$ cat src/rtl/card_dealer_if.sv
// Card dealer bus: draw/shuffle requests in, dealt card and deck status out.
interface card_dealer_if #(
    parameter int CARD_W = 6,
    parameter int RAND_W = 8
);
    logic [RAND_W-1:0] rand_in;
    logic              draw_req;
    logic              shuffle;
    logic [CARD_W-1:0] card_out;
    logic              card_valid;
    logic              busy;
    logic              draw_err;
    logic [CARD_W:0]   remaining;
    logic              deck_empty;

    // Requester side: drives requests and random source, observes the deck
    modport master (
        output rand_in, draw_req, shuffle,
        input  card_out, card_valid, busy, draw_err, remaining, deck_empty
    );

    // Dealer side
    modport slave (
        input  rand_in, draw_req, shuffle,
        output card_out, card_valid, busy, draw_err, remaining, deck_empty
    );
endinterface

$ cat src/rtl/card_dealer.sv
// Card dealer: deals each card of a deck at most once between shuffles.
// A draw starts at a random index and probes forward, wrapping, until it
// finds an undealt card; shuffle returns every card to the deck.
module card_dealer #(
    parameter int NUM_CARDS = 52,
    parameter int CARD_W    = 6,
    parameter int RAND_W    = 8
) (
    input logic          clk,
    input logic          reset_n,
    card_dealer_if.slave bus
);
    typedef enum logic {
        IDLE  = 1'b0,
        PROBE = 1'b1
    } state_t;

    localparam logic [RAND_W-1:0] NUM_R      = RAND_W'(NUM_CARDS);
    localparam logic [CARD_W-1:0] LAST_IDX   = CARD_W'(NUM_CARDS - 1);
    localparam logic [CARD_W:0]   FULL_COUNT = (CARD_W + 1)'(NUM_CARDS);

    state_t                 state;
    state_t                 next_state;
    logic [NUM_CARDS-1:0]   dealt;
    logic [CARD_W-1:0]      idx;
    logic [CARD_W-1:0]      card_q;
    logic                   valid_q;
    logic                   err_q;
    logic [CARD_W:0]        remaining_q;
    logic                   has_cards;
    logic                   accept_draw;
    logic                   probe_hit;

    assign has_cards   = (remaining_q != '0);
    assign accept_draw = bus.draw_req && !bus.shuffle && has_cards;
    assign probe_hit   = !dealt[idx];

    // State register; reset abandons any draw in progress
    always_ff @(posedge clk or negedge reset_n) begin
        if (!reset_n) begin
            state <= IDLE;
        end else begin
            state <= next_state;
        end
    end

    // Next state: shuffle always returns to IDLE, a hit ends the probe
    always_comb begin
        next_state = state;
        case (state)
            IDLE: begin
                if (accept_draw) begin
                    next_state = PROBE;
                end
            end
            PROBE: begin
                if (bus.shuffle || probe_hit) begin
                    next_state = IDLE;
                end
            end
            default: next_state = IDLE;
        endcase
    end

    // Deck bookkeeping, probe index and registered result pulses
    always_ff @(posedge clk or negedge reset_n) begin
        if (!reset_n) begin
            dealt       <= '0;
            idx         <= '0;
            card_q      <= '0;
            valid_q     <= 1'b0;
            err_q       <= 1'b0;
            remaining_q <= FULL_COUNT;
        end else begin
            valid_q <= 1'b0;
            err_q   <= 1'b0;
            case (state)
                IDLE: begin
                    if (bus.shuffle) begin
                        dealt       <= '0;
                        remaining_q <= FULL_COUNT;
                    end else if (bus.draw_req) begin
                        if (has_cards) begin
                            idx <= CARD_W'(bus.rand_in % NUM_R);
                        end else begin
                            err_q <= 1'b1;
                        end
                    end
                end
                PROBE: begin
                    if (bus.shuffle) begin
                        dealt       <= '0;
                        remaining_q <= FULL_COUNT;
                    end else if (probe_hit) begin
                        dealt[idx]  <= 1'b1;
                        card_q      <= idx;
                        valid_q     <= 1'b1;
                        remaining_q <= remaining_q - 1'b1;
                    end else begin
                        idx <= (idx == LAST_IDX) ? '0 : idx + 1'b1;
                    end
                end
                default: ;
            endcase
        end
    end

    // Outputs: busy tracks the probe state, deck_empty follows the count
    always_comb begin
        bus.busy       = (state == PROBE);
        bus.deck_empty = (remaining_q == '0);
        bus.card_out   = card_q;
        bus.card_valid = valid_q;
        bus.draw_err   = err_q;
        bus.remaining  = remaining_q;
    end
endmodule

$ cat src/flat_wrapper.sv
// flat-port wrapper written by rule: the top's interface ports become plain ports
module card_dealer_flat 
#(
    parameter int NUM_CARDS = 52,
    parameter int CARD_W    = 6,
    parameter int RAND_W    = 8
)
  (clk, reset_n, bus_rand_in, bus_draw_req, bus_shuffle, bus_card_out, bus_card_valid, bus_busy, bus_draw_err, bus_remaining, bus_deck_empty);
  card_dealer_if #(.CARD_W(CARD_W), .RAND_W(RAND_W)) bus_i ();
  input logic clk;
  input logic reset_n;
  input wire logic [$bits(bus_i.rand_in)-1:0] bus_rand_in;
  input wire logic [$bits(bus_i.draw_req)-1:0] bus_draw_req;
  input wire logic [$bits(bus_i.shuffle)-1:0] bus_shuffle;
  output wire logic [$bits(bus_i.card_out)-1:0] bus_card_out;
  output wire logic [$bits(bus_i.card_valid)-1:0] bus_card_valid;
  output wire logic [$bits(bus_i.busy)-1:0] bus_busy;
  output wire logic [$bits(bus_i.draw_err)-1:0] bus_draw_err;
  output wire logic [$bits(bus_i.remaining)-1:0] bus_remaining;
  output wire logic [$bits(bus_i.deck_empty)-1:0] bus_deck_empty;
  assign bus_i.rand_in = bus_rand_in;
  assign bus_i.draw_req = bus_draw_req;
  assign bus_i.shuffle = bus_shuffle;
  assign bus_card_out = bus_i.card_out;
  assign bus_card_valid = bus_i.card_valid;
  assign bus_busy = bus_i.busy;
  assign bus_draw_err = bus_i.draw_err;
  assign bus_remaining = bus_i.remaining;
  assign bus_deck_empty = bus_i.deck_empty;
  card_dealer #(.NUM_CARDS(NUM_CARDS), .CARD_W(CARD_W), .RAND_W(RAND_W)) u_core (.clk(clk), .reset_n(reset_n), .bus(bus_i));
endmodule
$ cat config.mk
export PLATFORM = sky130hd
export DESIGN_NAME = card_dealer_flat
export DESIGN_NICKNAME = d
export VERILOG_FILES = /design/src/rtl/card_dealer_if.sv /design/src/rtl/card_dealer.sv /design/src/flat_wrapper.sv
export SDC_FILE = /design/constraint.sdc
export NUM_CORES = 1
export LEC_CHECK = 0
export ABC_AREA = 0
export BUFFER_PORTS_ARGS = -buffer_cell sky130_fd_sc_hd__buf_2
export CAP_MARGIN = 20
export CORE_MARGIN = 5
export CORE_UTILIZATION = 25
export DETAILED_ROUTE_END_ITERATION = 7
export GPL_TIMING_DRIVEN = 0
export PLACE_DENSITY = 0.46
export SYNTH_ARGS = -nofsm -noshare
export SYNTH_HDL_FRONTEND = slang
export SYNTH_SLANG_ARGS = --single-unit
$ cat constraint.sdc
create_clock -name clk -period 3.1 [get_ports clk]
set_input_delay 0.62 -clock clk [delete_from_list [all_inputs] [get_ports clk]]
set_output_delay 0.62 -clock clk [all_outputs]
set_load 0.01 [all_outputs]
==> results.yml, run 1 <==
run_status:
  status: "finished clean"
global_route:
  grt_max_degree: 57
  grt_pass1_wl_mm: 20.5
  grt_overflow: 0
  grt_use_met3_pct: 3.72
  grt_pass1_vias: 3567
  grt-busiest-layer: "met2"
  grt_use_total_pct: 13.3
  antenna_found_initial: 0
  use_met2_pct: 20.4
  met1_usage_pct: 18.0
drt:
  drc: 0
  wirelength_mm: 12.5
  wire_per_inst_um: 17.4
  avgViaCountPerCell: 4.98
  drtIter0Drc: 178
  firstDrtPassIters: 5
  vias: 3583
  drtAntennaViolNets: 0
timing:
  finalHoldViolCount: 0
  setup-violations-final: 0
  finalSetupTns_ns: 0
  timing.slew.headroom_pct: 52.8
  drv_slew: 0
  finalCriticalPeriod_ns: 2.89
  fin_skew_ns: 0.00731
  period_share_pct: 93.1
  max_freq_mhz: 346
  worst_slew_pin_slew_ns: 0.708
  rsz0062_at_grt: "false"
critical_path:
  worstReg2RegEnd: "u_core.dealt[35]"
  arrival_ns: 3.14
  crit_chain: "buf_2 > clkbuf_4 > clkbuf_4 > nor3b_1 > o21ai_0 > a31oi_1 > nor2_2 > nand4_1 > clkbuf_4 > or4_1 > buf_2 > o22ai_2"
  r2r_start: "u_core.idx[1]"
  cp.depth: 12
  critPathCaptureType: "register"
  crit_path_frequent_cell: "clkbuf_4"
  critical_path.max_stage_delay_ns: 0.43
  critPathBufInv: 5
  critPathTopFamily: "buffers and inverters"
  cp-startpoint: "u_core.idx[1]"
  reg2regPathDepth: 12
  critPathKind: "reg2reg"
  crit_fanout: 10
  cpMaxStageDelayCell: "or4_1"
  critPathRequiredTime_ns: 3.35
  crit_path_start_kind: "register"
  rrSetupSlack_ns: 0.21
power:
  power_w: 0.00362
  peakVddDrop_mv: 0.356
  powerDensity_nw_per_um2: 724
  p_leak_nw: 2.01
cts:
  cts_buffers: 9
  cts-hold-fix-buffers: 0
  clock_latency_ns: 0.34
  ctsHtreeMaxLevel: 3
  cts.sinks: 74
  cts_tree: "yes"
  clk_pin_slew_ns: 0.06
  clockRootBuffer: "clkbuf_16"
  clk_path_buf_depth: 2
synth:
  ys_ff_latch: 74
  yosysTopAreaCell: "dfrtp_1"
  avgSynthCellArea_um2: 9.18
  yosys_warnings: 0
  synth_ff_type: "dfrtp_1"
  seq_area_frac_synth_pct: 44.5
  synth_area_leaders: "dfrtp_1 43%, o22ai_1 7.2%, inv_1 5.7%"
  synth-edff-count: 0
  synth_common_cells: "71 x dfrtp_1, 63 x inv_1, 48 x o22ai_1"
  syn_area_um2: 4170
  synth_cell_types: 61
  syn_inst: 454
  ys_async_sr_fraction_pct: 100
  yosysMostFrequentCell: "dfrtp_1"
  synthesis.nets: 469
  synth_top_area_share_pct: 42.6
finish:
  nets: 509
  num_antenna_cells: 0
  drive_above_1_share_pct: 20.0
  area_growth_pct: 20.1
  fin_area_um2: 5000
  n_fill_cell: 1748
floorplan:
  coreArea_um2: 16500
  rows: 47
  initial_core_util_pct: 25.3
  ios: 29
  dieArea_um2: 19400
  die_width_um: 139
  dieHeight_um: 139
place:
  hpwl_mm: 8.87
  portBuffers: 26
  place_area_um2: 4600
  gp_congestion: 0.833
min_path:
  hold_class: "in2async"
flow_run:
  max-cap-violations: 0
-- timing repair --
action	4_1_cts	5_1_grt
resized for setup	0	10
setup endpoints to repair	0	33
setup buffers	0	2
-- cell type report --
cell class | count | area, um2 | area share [%]
Inverter | 64 | 244 | 4.88
Multi-Input combinational cell | 276 | 1920 | 38.3
Timing Repair Buffer | 29 | 175 | 3.50
Clock inverter | 3 | 68.8 | 1.38
Tap cell | 220 | 275 | 5.50
Sequential cell | 74 | 1860 | 37.1
Clock buffer | 13 | 280 | 5.60
Buffer | 40 | 189 | 3.78
-- cells by family (layout without fill, tap and decap cells) --
logic type,Yosys count,after routing,synth area share [%]
compound gates,128,128,21.3
simple gates,115,115,14.4
buf+inv,104,149,10.0
flops,74,74,44.5
mux,25,25,7.75
xor+xnor,5,5,1.05
fa+ha+maj,3,3,0.901
-- worst register-to-register path, cell delays in order, from the launching register on --
cell and delay [ns]:
dfrtp_1 0.35, buf_2 0.23, clkbuf_4 0.26, clkbuf_4 0.25, nor3b_1 0.07, o21ai_0 0.21, a31oi_1 0.13, nor2_2 0.18
nand4_1 0.14, clkbuf_4 0.23, or4_1 0.43, buf_2 0.21, o22ai_2 0.11
-- stage by stage --
step                hold slack (ns)  std cells  setup WS, ns  utilization [%]
global route                  0.174        719        0.0301             30.4
CTS                           0.169        717        0.0818             30.1
global placement              0.490        700         0.103             27.8
detailed placement            0.497        701        0.0920             28.0
floorplan                     0.324        454         0.603                -
finish                        0.168        719         0.213             30.4
-- worst max path at each step --
stage                              endpoint  slack [ns]
floorplan                  u_core.dealt[31]        0.60
global placement    u_core.bus.remaining[4]        0.10
detailed placement  u_core.bus.remaining[4]        0.09
CTS                 u_core.bus.remaining[4]        0.08
global route                u_core.dealt[3]        0.03
finish                     u_core.dealt[35]        0.21
-- power breakdown --
| group | internal [W] | total, W | switching (W) |
|---|---|---|---|
| sequential | 0.00107 | 0.00115 | 0.0000789 |
| combinational | 0.000461 | 0.00127 | 0.000808 |
| clock | 0.000794 | 0.00120 | 0.000406 |
| total | 0.00233 | 0.00362 | 0.00129 |
-- routing by layer --
layer  wire, um  up-vias
met2       5800      116
met3        757       20
met4        294        0
met1       5670     1775
li1           -     1672
met5          0        -
-- flip-flops by register name, indices dropped and copies added (netlist names) --
| signal | count |
|---|---|
| u_core.idx | 6 |
| u_core.bus.remaining | 7 |
| u_core.bus.busy | 1 |
| u_core.bus.card_out | 6 |
| u_core.bus.draw_err | 1 |
| u_core.dealt | 52 |
| u_core.bus.card_valid | 1 |
-- layout by cell type (no fill, tap or decap), types with 3 or more instances in the layout --
cell type / netlist / final
a21oi_1: 17 / 17
a221oi_1: 6 / 5
a22o_1: 3 / 3
and2_1: 3 / 3
and3_1: 4 / 4
buf_2: 10 / 31
buf_4: 0 / 3
clkbuf_1: 27 / 27
clkbuf_16: 0 / 9
clkbuf_4: 0 / 4
clkbuf_8: 0 / 4
dfrtp_1: 71 / 71
dfstp_2: 3 / 3
ha_1: 3 / 3
inv_1: 63 / 63
mux2_2: 12 / 12
mux2i_1: 6 / 6
mux4_2: 4 / 4
nand2_1: 27 / 27
nand2b_1: 4 / 4
nand3_1: 7 / 7
nand3b_1: 7 / 7
nor2_1: 24 / 23
nor2b_1: 8 / 8
nor3_1: 4 / 4
nor3b_1: 4 / 4
nor4_1: 4 / 4
o21ai_0: 18 / 18
o22ai_1: 48 / 48
o22ai_2: 7 / 7
or2_2: 6 / 6
or3_1: 7 / 7
xnor2_1: 3 / 3
No activity file was read; power rests on OpenSTA's default activity.
==> run 2, diff against run 1 <==
Settings changed: BUFFER_PORTS_ARGS -buffer_cell sky130_fd_sc_hd__buf_2 to -buffer_cell sky130_fd_sc_hd__clkbuf_2.
==> results.yml, run 2 (synthesis results as in run 1) <==
min_path:
  hold_class: "in2async"
power:
  p_int_w: 0.00207
  power_w: 0.00332
  switching_share_pct: 37.7
  p_leak_nw: 1.95
  clkPwrFrac_pct: 28.3
  p_sw_w: 0.00125
  powerDensity_nw_per_um2: 678
  seq_power_share_pct: 34.9
  power_frac_comb_pct: 36.8
  peakVddDrop_mv: 0.309
timing:
  drv_slew: 0
  finalSetupTns_ns: 0
  fin_skew_ns: 0.00805
  period_share_pct: 94.1
  finalCriticalPeriod_ns: 2.92
  setup-violations-final: 0
  timing.slew.headroom_pct: 49.9
  max_freq_mhz: 343
  finalHoldViolCount: 0
  worst_slew_pin_slew_ns: 0.751
cts:
  cts_tree: "yes"
  clk_path_buf_depth: 2
  ctsHtreeMaxLevel: 3
  cts.sinks: 74
  clk_pin_slew_ns: 0.06
  clockRootBuffer: "clkbuf_16"
  clock_latency_ns: 0.34
  cts-hold-fix-buffers: 0
  cts_resized: 0
  postCtsSetupBuffers: 0
  cts_buffers: 9
finish:
  num_antenna_cells: 0
  regMostFlops: "u_core.dealt"
  mostFrequentLayoutCells: "70 x dfrtp_1, 63 x inv_1, 48 x o22ai_1"
  multi_input_area_um2: 1910
  register_area_um2: 1860
  n_fill_cell: 1749
  layout_commonest_cell: "dfrtp_1"
  largest_reg_flops: 52
  drive_above_1_share_pct: 19.0
  nets: 507
  area_growth_pct: 17.3
global_route:
  grt_pass1_vias: 3538
  grt_max_degree: 56
  grt_use_total_pct: 12.9
  grt_pass1_wl_mm: 19.8
  antenna_found_initial: 0
  grt_overflow: 0
floorplan:
  dieArea_um2: 19400
  initial_core_util_pct: 25.3
  rows: 47
  die_width_um: 139
  coreArea_um2: 16500
  ios: 29
  dieHeight_um: 139
drt:
  drc: 0
  vias: 3550
  avgViaCountPerCell: 4.97
  drtAntennaViolNets: 0
  firstDrtPassIters: 5
  wirelength_mm: 12.4
  drtIter0Drc: 243
  wire_per_inst_um: 17.3
flow_run:
  max-cap-violations: 0
critical_path:
  arrival_ns: 3.17
  critPathKind: "reg2reg"
  crit_fanout: 10
  crit_path_start_kind: "register"
  critPathRequiredTime_ns: 3.35
  critPathCaptureType: "register"
run_status:
  status: "finished clean"
place:
  portBuffers: 26
  hpwl_mm: 8.74
  gp_congestion: 0.860
[run 2: changes by cell type in the layout (fill, tap and decap cells not counted), moves of 2 or more]
cell and delta:
clkinv_2 +2, bufinv_16 -2, clkbuf_8 -3, clkbuf_2 +25, buf_2 -24, buf_4 -3
[run 2: routing by layer]
| metal | track usage (%) | share of wire, % |
|---|---|---|
| met2 | 20.2 | 46 |
| met3 | 3.21 | 5.1 |
| met1 | 17.4 | 46 |
| met5 | 0 | 0 |
| met4 | 4.43 | 2.3 |
[run 2: through the flow]
step | setup WS, ns | instances | cell area, um2 | hold slack (ns) | util [%]
2_1_floorplan | 0.603 | 454 | 4170 | 0.324 | -
3_5_place_dp | 0.0821 | 701 | 4600 | 0.500 | 28.0
6_report | 0.183 | 715 | 4890 | 0.211 | 29.7
3_3_place_gp | 0.0772 | 700 | 4570 | 0.494 | 27.8
4_1_cts | 0.0740 | 715 | 4860 | 0.209 | 29.5
5_1_grt | -0.00512 | 715 | 4890 | 0.222 | 29.7
[run 2: final cells by class]
| cell class | instances | share of cell area, % |
|---|---|---|
| Tap cell | 220 | 5.63 |
| Multi-Input combinational cell | 276 | 39.0 |
| Sequential cell | 74 | 38.0 |
| Inverter | 64 | 4.99 |
| Timing Repair Buffer | 27 | 3.28 |
| Clock inverter | 3 | 0.358 |
| Clock buffer | 11 | 4.97 |
| Buffer | 40 | 3.81 |
[run 2: power by group through the flow]
stage / clock (W) / sequential (W) / combinational (W)
after floorplan: 0 / 0.00117 / 0.000782
after global placement: 0 / 0.00117 / 0.00120
after detailed placement: 0 / 0.00117 / 0.00121
after CTS: 0.000968 / 0.00116 / 0.00121
after global routing: 0.00101 / 0.00118 / 0.00135
final: 0.000940 / 0.00116 / 0.00122
[run 2: final timing paths]
kind	start	endpoint	slack [ns]	depth (start not counted)
worst min register to register	u_core.bus.card_out[0]	u_core.bus.card_out[0]	0.51	1
max in group asynchronous	reset_n	u_core.bus.remaining[5]	2.25	2
worst max-delay path	u_core.idx[1]	u_core.dealt[6]	0.18	12
worst max register to register	u_core.idx[1]	u_core.dealt[6]	0.18	12
worst min-delay path	reset_n	u_core.dealt[28]	0.21	1
min in group clk	u_core.bus.card_out[0]	u_core.bus.card_out[0]	0.51	1
[run 2: worst max-delay path, cell delays in order, from the launching register on]
cell      delay, ns
dfrtp_1        0.35
buf_2          0.22
clkbuf_4       0.25
clkbuf_4       0.24
nor3b_1        0.08
o41ai_1        0.34
a211oi_2       0.09
nor2_1         0.14
nand4_1        0.13
buf_2          0.23
buf_2          0.21
nand3b_1       0.34
o22ai_1        0.22
==> run 3, diff against run 2 <==
Settings changed: CTS_BUF_LIST set to sky130_fd_sc_hd__clkbuf_4 sky130_fd_sc_hd__clkbuf_8.
==> results.yml, run 3 (synthesis results as in run 1) <==
power:
  p_int_w: 0.00182
  p_sw_w: 0.00123
  powerDensity_nw_per_um2: 637
  switching_share_pct: 40.3
  power_w: 0.00305
  peakVddDrop_mv: 0.259
  clkPwrFrac_pct: 22.0
  power_frac_comb_pct: 40.1
  p_leak_nw: 1.90
  seq_power_share_pct: 37.9
critical_path:
  cp-startpoint: "u_core.idx[1]"
  worstReg2RegEnd: "u_core.dealt[6]"
  critPathBufInv: 5
  cp.depth: 12
  crit_path_frequent_cell: "buf_2"
  crit_path_start_kind: "register"
  critPathTopFamily: "buffers and inverters"
  rrSetupSlack_ns: 0.17
  crit_chain: "buf_2 > clkbuf_4 > clkbuf_4 > nor3b_1 > o41ai_1 > a211oi_2 > nor2_1 > nand4_1 > buf_2 > buf_2 > nand3b_1 > o22ai_1"
  reg2regPathDepth: 12
  r2r_start: "u_core.idx[1]"
  critPathKind: "reg2reg"
  critPathRequiredTime_ns: 3.39
  worstSetupEndpoint: "u_core.dealt[6]"
  cpMaxStageDelayCell: "dfrtp_1"
  crit_fanout: 10
  arrival_ns: 3.21
  critical_path.max_stage_delay_ns: 0.36
  critPathCaptureType: "register"
cts:
  cts_buffers: 9
  cts.sinks: 74
  cts_resized: 0
  clk_pin_slew_ns: 0.08
  clock_latency_ns: 0.37
  ctsHtreeMaxLevel: 3
  clockRootBuffer: "clkbuf_8"
  postCtsSetupBuffers: 0
  cts-hold-fix-buffers: 0
  cts_tree: "yes"
  clk_path_buf_depth: 2
timing:
  setup-violations-final: 0
  finalCriticalPeriod_ns: 2.93
  timing.slew.headroom_pct: 49.2
  max_freq_mhz: 342
  worst_slew_pin_slew_ns: 0.761
  finalSetupTns_ns: 0
  drv_slew: 0
  finalHoldViolCount: 0
  whs_ns: 0.174
  period_share_pct: 94.4
  fin_skew_ns: 0.0117
floorplan:
  rows: 47
  die_width_um: 139
  dieHeight_um: 139
  initial_core_util_pct: 25.3
  ios: 29
  coreArea_um2: 16500
  dieArea_um2: 19400
finish:
  area_growth_pct: 15.0
  fin_util_pct: 29.1
  largest_reg_flops: 52
  drive_above_1_share_pct: 19.2
  mostFrequentLayoutCells: "70 x dfrtp_1, 63 x inv_1, 48 x o22ai_1"
  num_antenna_cells: 0
  regMostFlops: "u_core.dealt"
  nets: 507
  layout_commonest_cell: "dfrtp_1"
place:
  portBuffers: 26
  gp_congestion: 0.860
  hpwl_mm: 8.74
run_status:
  status: "finished clean"
min_path:
  hold_class: "in2async"
drt:
  wire_per_inst_um: 17.4
  vias: 3544
  drtAntennaViolNets: 0
  wirelength_mm: 12.4
  firstDrtPassIters: 6
  drtIter0Drc: 198
  avgViaCountPerCell: 4.96
  drc: 0
global_route:
  grt_max_degree: 56
  grt_pass1_wl_mm: 19.8
  grt_overflow: 0
  antenna_found_initial: 0
  grt_use_total_pct: 12.9
  grt_pass1_vias: 3531
flow_run:
  max-cap-violations: 0
-- run 3: cell counts in the layout (fill, tap and decap cells not counted) --
No cell type changed its count.
-- run 3: layer usage --
layer  track usage [%]  part of all wire, %  wire, um  vias to the layer above
li1                  -                    -         -                     1678
met1              17.5                   47      5910                     1760
met2              20.0                   46      5740                       88
met3              3.10                  4.1       511                       18
met4              4.89                  2.3       282                        0
met5                 0                    0         0                        -
-- run 3: area by class of cell --
class / count / area [um2]
Fill cell: 1758 / 11700
Multi-Input combinational cell: 276 / 1910
Sequential cell: 74 / 1860
Tap cell: 220 / 275
Inverter: 64 / 244
Buffer: 40 / 186
Timing Repair Buffer: 27 / 160
Clock buffer: 11 / 145
Clock inverter: 3 / 17.5
-- run 3: power groups by stage --
stage / Combinational (W) / Sequential, W / Clock (W)
5_1_grt: 0.00135 / 0.00118 / 0.000735
4_1_cts: 0.00121 / 0.00115 / 0.000699
6_report: 0.00122 / 0.00116 / 0.000673
3_5_place_dp: 0.00121 / 0.00117 / 0
3_3_place_gp: 0.00120 / 0.00117 / 0
2_1_floorplan: 0.000782 / 0.00117 / 0
-- run 3: worst min-delay path by stage --
stage	endpoint	slack (ns)	depth (start not counted)
after floorplan	u_core.bus.busy	0.32	0
after global placement	u_core.bus.card_out[5]	0.49	1
after global routing	u_core.dealt[28]	0.18	1
final	u_core.dealt[21]	0.17	1
after CTS	u_core.dealt[28]	0.17	1
after detailed placement	u_core.bus.card_out[2]	0.50	1
-- run 3: through the flow --
| stage | instance area [um2] | setup WS (ns) | instances |
|---|---|---|---|
| 6_report | 4790 | 0.172 | 715 |
| 5_1_grt | 4790 | -0.00358 | 715 |
| 4_1_cts | 4770 | 0.0740 | 715 |
| 3_5_place_dp | 4600 | 0.0821 | 701 |
| 3_3_place_gp | 4570 | 0.0772 | 700 |
| 2_1_floorplan | 4170 | 0.603 | 454 |
